--- src/rtl/seg_scan_ctrl.sv ---
// seg_scan_ctrl: time-multiplexed 7-seg scan with double-buffered load; SEG_SCAN_LEADING_ZERO_BLANK_EN enables leading-zero blanking
module seg_scan_ctrl #(
  parameter int NUM_DIGITS  = 4,
  parameter int TICK_DIV    = 1000,
  parameter int DIGIT_TICKS = 16,
  parameter int BLANK_TICKS = 2
) (
  input  logic                    clk,
  input  logic                    rst,
  input  logic                    load_valid,
  output logic                    load_ready,
  input  logic [4*NUM_DIGITS-1:0] load_data,
  output logic [3:0]              dec_bin,
  input  logic [6:0]              dec_seg,
  output logic [6:0]              seg,
  output logic [NUM_DIGITS-1:0]   an
);
  localparam int DW = $clog2(NUM_DIGITS);
  localparam int TW = TICK_DIV > 1 ? $clog2(TICK_DIV) : 1;
  localparam int SW = $clog2(DIGIT_TICKS);
  localparam logic [TW-1:0] TICK_LAST  = TW'(TICK_DIV - 1);
  localparam logic [SW-1:0] BLANK_LAST = SW'(BLANK_TICKS - 1);
  localparam logic [SW-1:0] DRIVE_LAST = SW'(DIGIT_TICKS - BLANK_TICKS - 1);
  localparam logic [DW-1:0] DIG_LAST   = DW'(NUM_DIGITS - 1);
  typedef enum logic {BLANK, DRIVE} state_t;
  state_t                  state_q, state_d;
  logic [TW-1:0]           tick_cnt_q, tick_cnt_d;
  logic [SW-1:0]           slot_cnt_q, slot_cnt_d;
  logic [DW-1:0]           digit_idx_q, digit_idx_d;
  logic [4*NUM_DIGITS-1:0] active_q, active_d, pending_q, pending_d;
  logic                    pending_full_q, pending_full_d;
  logic [NUM_DIGITS-1:0]   an_q, an_d, lz;
  logic [6:0]              seg_q, seg_d;
  logic                    tick, done, frame_end, accept, lit;
  assign load_ready = !pending_full_q && !rst;
  assign dec_bin    = active_q[{digit_idx_q, 2'b00} +: 4];
  assign an         = an_q;
  assign seg        = seg_q;
`ifdef SEG_SCAN_LEADING_ZERO_BLANK_EN
  always_comb begin
    logic z;
    z  = 1'b1;
    lz = '0;
    for (int i = NUM_DIGITS - 1; i >= 1; i--) begin
      z     = z && (active_q[4*i +: 4] == 4'h0);
      lz[i] = z;
    end
  end
`else
  always_comb lz = '0;
`endif
  always_comb begin
    tick           = tick_cnt_q == TICK_LAST;
    tick_cnt_d     = tick ? '0 : tick_cnt_q + 1'b1;
    done           = tick && slot_cnt_q == (state_q == BLANK ? BLANK_LAST : DRIVE_LAST);
    slot_cnt_d     = !tick ? slot_cnt_q : done ? '0 : slot_cnt_q + 1'b1;
    state_d        = done ? (state_q == BLANK ? DRIVE : BLANK) : state_q;
    frame_end      = done && state_q == DRIVE && digit_idx_q == DIG_LAST;
    digit_idx_d    = (done && state_q == DRIVE) ? (frame_end ? '0 : digit_idx_q + 1'b1) : digit_idx_q;
    accept         = load_valid && load_ready;
    active_d       = (frame_end && pending_full_q) ? pending_q : active_q;
    pending_d      = accept ? load_data : pending_q;
    pending_full_d = accept || (pending_full_q && !frame_end);
    lit            = state_d == DRIVE && !lz[digit_idx_d];
    an_d           = lit ? ~(NUM_DIGITS'(1) << digit_idx_d) : '1;
    seg_d          = lit ? dec_seg : '0;
  end
  always_ff @(posedge clk) begin
    if (rst) begin
      state_q        <= BLANK;
      tick_cnt_q     <= '0;
      slot_cnt_q     <= '0;
      digit_idx_q    <= '0;
      active_q       <= '0;
      pending_q      <= '0;
      pending_full_q <= 1'b0;
      an_q           <= '1;
      seg_q          <= '0;
    end else begin
      state_q        <= state_d;
      tick_cnt_q     <= tick_cnt_d;
      slot_cnt_q     <= slot_cnt_d;
      digit_idx_q    <= digit_idx_d;
      active_q       <= active_d;
      pending_q      <= pending_d;
      pending_full_q <= pending_full_d;
      an_q           <= an_d;
      seg_q          <= seg_d;
    end
  end
endmodule

--- config.mk ---
export PLATFORM = sky130hd
export DESIGN_NAME = seg_scan_ctrl
export DESIGN_NICKNAME = d
export VERILOG_FILES = /design/src/rtl/seg_scan_ctrl.sv
export SDC_FILE = /design/constraint.sdc
export NUM_CORES = 1
export LEC_CHECK = 0
export CAP_MARGIN = 30
export CORE_MARGIN = 8
export CORE_UTILIZATION = 52
export DETAILED_ROUTE_END_ITERATION = 12
export PLACE_DENSITY = 0.79
export SLEW_MARGIN = 0
export SYNTH_ARGS = -nofsm -noshare
export SYNTH_HDL_FRONTEND = slang
export SYNTH_SLANG_ARGS = --single-unit
export TNS_END_PERCENT = 1
--- constraint.sdc ---
create_clock -name clk -period 2.5 [get_ports clk]
set_input_delay 0.5 -clock clk [delete_from_list [all_inputs] [get_ports clk]]
set_output_delay 0.5 -clock clk [all_outputs]
set_load 0.01 [all_outputs]
Word-level counts from Yosys, hierarchy flattened
Cells that the tools add are included.
{"block": "classes", "addsub": 3, "order_cmp": 1, "eq_ne": 3, "shift": 2, "n_mux": 8, "bitwise": 2, "reduce_logical": 15}
{"operator": "16-bit by 5-bit indexed part select with 4-bit output", "count": 1}
{"operator": "10-bit by 1-bit adder with 10-bit output (second input constant)", "count": 1}
{"operator": "10-bit == test (second input constant)", "count": 1}
{"operator": "1-bit logical AND", "count": 8}
{"operator": "4-bit 2-to-1 mux", "count": 2}
{"operator": "4-bit by 1-bit adder with 4-bit output (second input constant)", "count": 1}
{"operator": "4-bit == test", "count": 1}
{"operator": "1-bit zero test", "count": 4}
{"operator": "2-bit 2-to-1 mux", "count": 2}
{"operator": "4-bit NOT", "count": 1}
{"operator": "2-bit OR reduction", "count": 2}
{"operator": "1-bit by 2-bit left shift with 4-bit output (first input constant)", "count": 1}
{"operator": "2-bit by 3-bit < comparator with 1-bit output (second input constant)", "count": 1}
{"operator": "1-bit 2-to-1 mux", "count": 3}
{"operator": "2-bit by 1-bit adder with 2-bit output (second input constant)", "count": 1}
{"operator": "1-bit binary-select mux with 2-bit select", "count": 1}
{"operator": "2-bit == test (second input constant)", "count": 1}
{"operator": "1-bit logical OR", "count": 1}
{"operator": "1-bit NOT", "count": 1}
{"block": "totals", "regBits": 61, "in_bits": 26, "output_inout_bits": 16, "wordCells": 43}

Logic depth before layout (Yosys ltp)
{"block": "logic_depth", "word_depth": 13, "mapped_depth": 11, "ltp_nobuf": 8}

Least setup slack after synthesis
OpenSTA, ideal clock, no wires.
{"block": "synth_path", "path_kind": "register -> register", "start": "register tick_cnt_q[0]", "end": "register active_q[10]", "setup_ps": 71, "t_arrival_ps": 2173, "required_ps": 2429, "slack_ps": 256, "stages_incl_launch_ff": 12, "path_buffers": 3, "synth_period_minus_slack_ps": 2244, "path_cell_list": "dfxtp_1 > ha_1 > nand4b_1 > nor3b_4 > buf_6 > nor2b_1 > ha_1 > and3_1 > buf_2 > buf_2 > nand2_1 > a21oi_1"}
{"block": "synth_via", "elab_chain_len": 5}
{"element": "start: declaration", "line_no": "27", "source": "logic [TW-1:0] tick_cnt_q, tick_cnt_d;"}
{"element": "start signal: assignment", "line_no": "81", "source": "tick_cnt_q <= tick_cnt_d;"}
{"element": "10-bit == test", "line_no": "53", "source": "tick = tick_cnt_q == TICK_LAST;"}
{"element": "1-bit logical AND", "line_no": "55", "source": "done = tick && slot_cnt_q == (state_q == BLANK ? BLANK_LAST : DRIVE_LAST);"}
{"element": "1-bit logical AND (2 in a row)", "line_no": "58", "source": "frame_end = done && state_q == DRIVE && digit_idx_q == DIG_LAST;"}
{"element": "1-bit logical AND", "line_no": "61", "source": "active_d = (frame_end && pending_full_q) ? pending_q : active_q;"}
{"element": "end signal: assignment", "line_no": "84", "source": "active_q <= active_d;"}
{"element": "end: declaration", "line_no": "30", "source": "logic [4*NUM_DIGITS-1:0] active_q, active_d, pending_q, pending_d;"}
No other way between the ends.
A chain may end at the register's enable or synchronous reset.

Final worst setup path
{"block": "layout_path", "start": "register digit_idx_q[0]", "end": "output dec_bin[0]"}
{"block": "layout_via", "elab_chain_len": 1}
{"element": "start: declaration", "line_no": "29", "source": "logic [DW-1:0] digit_idx_q, digit_idx_d;"}
{"element": "start signal: assignment", "line_no": "83", "source": "digit_idx_q <= digit_idx_d;"}
{"element": "16-bit by 5-bit indexed part select with 4-bit output", "line_no": "36", "source": "assign dec_bin = active_q[{digit_idx_q, 2'b00} +: 4];"}
{"element": "end: declaration", "line_no": "13", "source": "output logic [3:0] dec_bin,"}
No other way between the ends.

==> flow_summary.ini <==
[global_routing]
grt_first_pass_wirelength_um = 8507
pin_count_of_the_biggest_net_entering_global_routing = 54
global_route.usage.total = 0.1471
first_global_vias = 1960
antenna_violations_before_repair = 0
globalRouteOverflowTotal = 0

[timing]
hold_ws_ps = 455.5
max-slew-margin-rel = 0.5810
worst_slew_pin_slew_ps = 627.2
finalCritPeriodShare = 0.9286
drv_slew = 0
setup_violations = 0
timing_hold_violations_final = 0
totalNegativeSetupSlack_ps = 0
max_freq_mhz = 430.8
finalCriticalPeriod_ps = 2322
rsz0062_at_grt = false
worst_slack_ps = 178.5
fin_worst_skew_ps = 9.353

[cts]
htreeDepth = 3
cts-root-buf = clkbuf_8
cts.hold.buffers_added = 0
cts_setup_buffers = 0
clock_sinks = 61
clock_latency_ps = 330
clock_tree_from_tritoncts = built
path_clk_slew_ps = 60
cts_made_buffers = 9
post_cts_gate_resize_count = 0
clock_tree.buffer_depth = 2

[die]
dieArea_um2 = 7194
floorplan.initialDensity = 0.5319
die-width_um = 84.82
top_level_ports = 42
chipHeight_um = 84.82
row_count = 25
core_um2 = 4629

[detailed_routing]
routed_wire_length_per_instance_um = 12.90
initialDrtViolationCount = 115
drc = 0
first_pass_iters = 4
antenna_violating_nets_post_route = 0
via_count = 1946
postRouteWirelength_um = 4774
drt_via_density = 5.259

[setup_path]
critical_path.endpoint_type = primary output
critical_path.startpoint_type = register
rrSetupSlack_ps = 290
worstPathArrival_ps = 1820
critical_path_start_end_classification = reg -> out
required_ps = 2000
critical_path.max_fanout = 8

[synthesis]
yosys.area_share.adder = 0.02541
synthDominantAreaCellType = dfxtp_1
synthMuxAreaShare = 0.04116
warnings_from_yosys = 0
synth_sequential_area_ratio = 0.4959
largest_family_of_logic_cells_by_synthesized_area = simple AND/OR/NAND/NOR gates
synth-async-reset-ratio = 0
syn_avg_cell_area_um2 = 9.053
synth-seq-cells = 61
synth_simple_gate_area_share = 0.2490
synthesis.area_um2 = 2462
synth-main-ff-cell = dfxtp_1
synth-compound-area-share = 0.1265
syn_nets = 303
synth_enable_flop_cells = 0
netlist.area_leader.share = 0.4959
synth-xor-area-share = 0.01778
post_synth_main_area_contributors = dfxtp_1, nand2_1, nand2b_1
synthesis.instances = 272
synth_cell_types = 41

[finish]
nets = 345
finish.utilization = 0.6689
layout.cells.most_common = dfxtp_1
instances_no_fill = 370
insertedDiodeCount = 0
commonest_non_fill_non_tap_cells_in_the_layout = dfxtp_1, nand2_1, clkdlybuf4s50_1
synthToLayoutAreaGrowth_pct = 25.76
drive_above_1_share = 0.1076

[run]
cap_violations = 0

[power]
p_leak_uw = 0.001106
power_per_cell_area_nw_per_um2 = 624.9
power.ir.vdd_worst_v = 0.0003004

[min_path]
hold_path_class = reg -> reg

[place]
place_worst_setup_slack_ps = 299.3
place.detailed.hpwl_um = 3234
placed_cells = 357
place.port_buffers = 41
gp_congestion = 0.7513

[status]
status = finished clean
## per-stage QoR
| stage | area [µm²] | power, µW |
|---|---|---|
| 2_1_floorplan | 2462 | 1070 |
| 3_3_place_gp | 2910 | 1118 |
| 3_5_place_dp | 2910 | 1121 |
| 4_1_cts | 3097 | 1962 |
| 5_1_grt | 3097 | 2019 |
| 6_report | 3097 | 1935 |
## report_power, final
group / switching, µW / internal, µW
clock network: 339 / 496
registers: 15.4 / 996
logic: 34.4 / 54.8
## area by class of cell
class	instances	area, µm²
clock buffers	11	151.4
inverters	7	26.28
repair buffers	48	462.9
clock inverters	2	35.03
flip-flops and latches	61	1221
fillers	386	1533
well taps	54	67.56
multi-input cells	187	1132
## kinds of logic (layout without fill, tap and decap cells)
kind of cell,count (synthesis),in the layout
AO/OA/AOI/OAI,51,51
XOR/XNOR,5,5
adder cells (fa/ha/maj),5,5
buffers and inverters,24,68
flip-flops,61,61
multiplexers,5,5
AND/OR/NAND/NOR,121,121
## critical path, stage by stage, from the launching register on
cell and delay [ps]:
dfxtp_1 330, buf_4 160, mux4_2 510, clkdlybuf4s50_1 490
## path summary, 6_finish.rpt
check / startpoint / endpoint / cells past startpoint
worst min register to register: pending_q[5]$_SDFFE_PP0P_ / active_q[5]$_SDFFE_PP0P_ / 2
worst max register to register: tick_cnt_q[0]$_SDFF_PP0_ / active_q[3]$_SDFFE_PP0P_ / 9
worst max-delay path: digit_idx_q[0]$_SDFF_PP0_ / dec_bin[0] / 3
worst min-delay path: pending_q[5]$_SDFFE_PP0P_ / active_q[5]$_SDFFE_PP0P_ / 2
## registers in the layout, indices dropped and copies added (netlist names)
name            cells
pending_full_q      1
active_q           16
an                  4
seg                 7
digit_idx_q         2
slot_cnt_q          4
tick_cnt_q         10
state_q             1
pending_q          16
## per-layer routing
metal | share of wire | GRT usage
met2 | 0.48 | 0.2341
met1 | 0.45 | 0.1600
met5 | 0 | 0
met4 | 0.012 | 0.08414
met3 | 0.062 | 0.06467
## cells in the mapped netlist (2+ instances only)
cell and instances:
a21oi_1 19, and2_1 8, and3_1 2, buf_1 2, buf_2 6, clkbuf_1 5
clkbuf_2 3, dfxtp_1 61, ha_1 5, inv_1 7, mux4_2 4, nand2_1 51
nand2b_1 19, nand3_1 5, nor2_1 12, nor2b_1 2, nor3_1 10, nor3b_1 3
o211a_1 2, o21ai_0 20, o32ai_1 2, or3_1 2, xnor2_1 3, xor2_1 2
(Power assumes the default switching activity.)
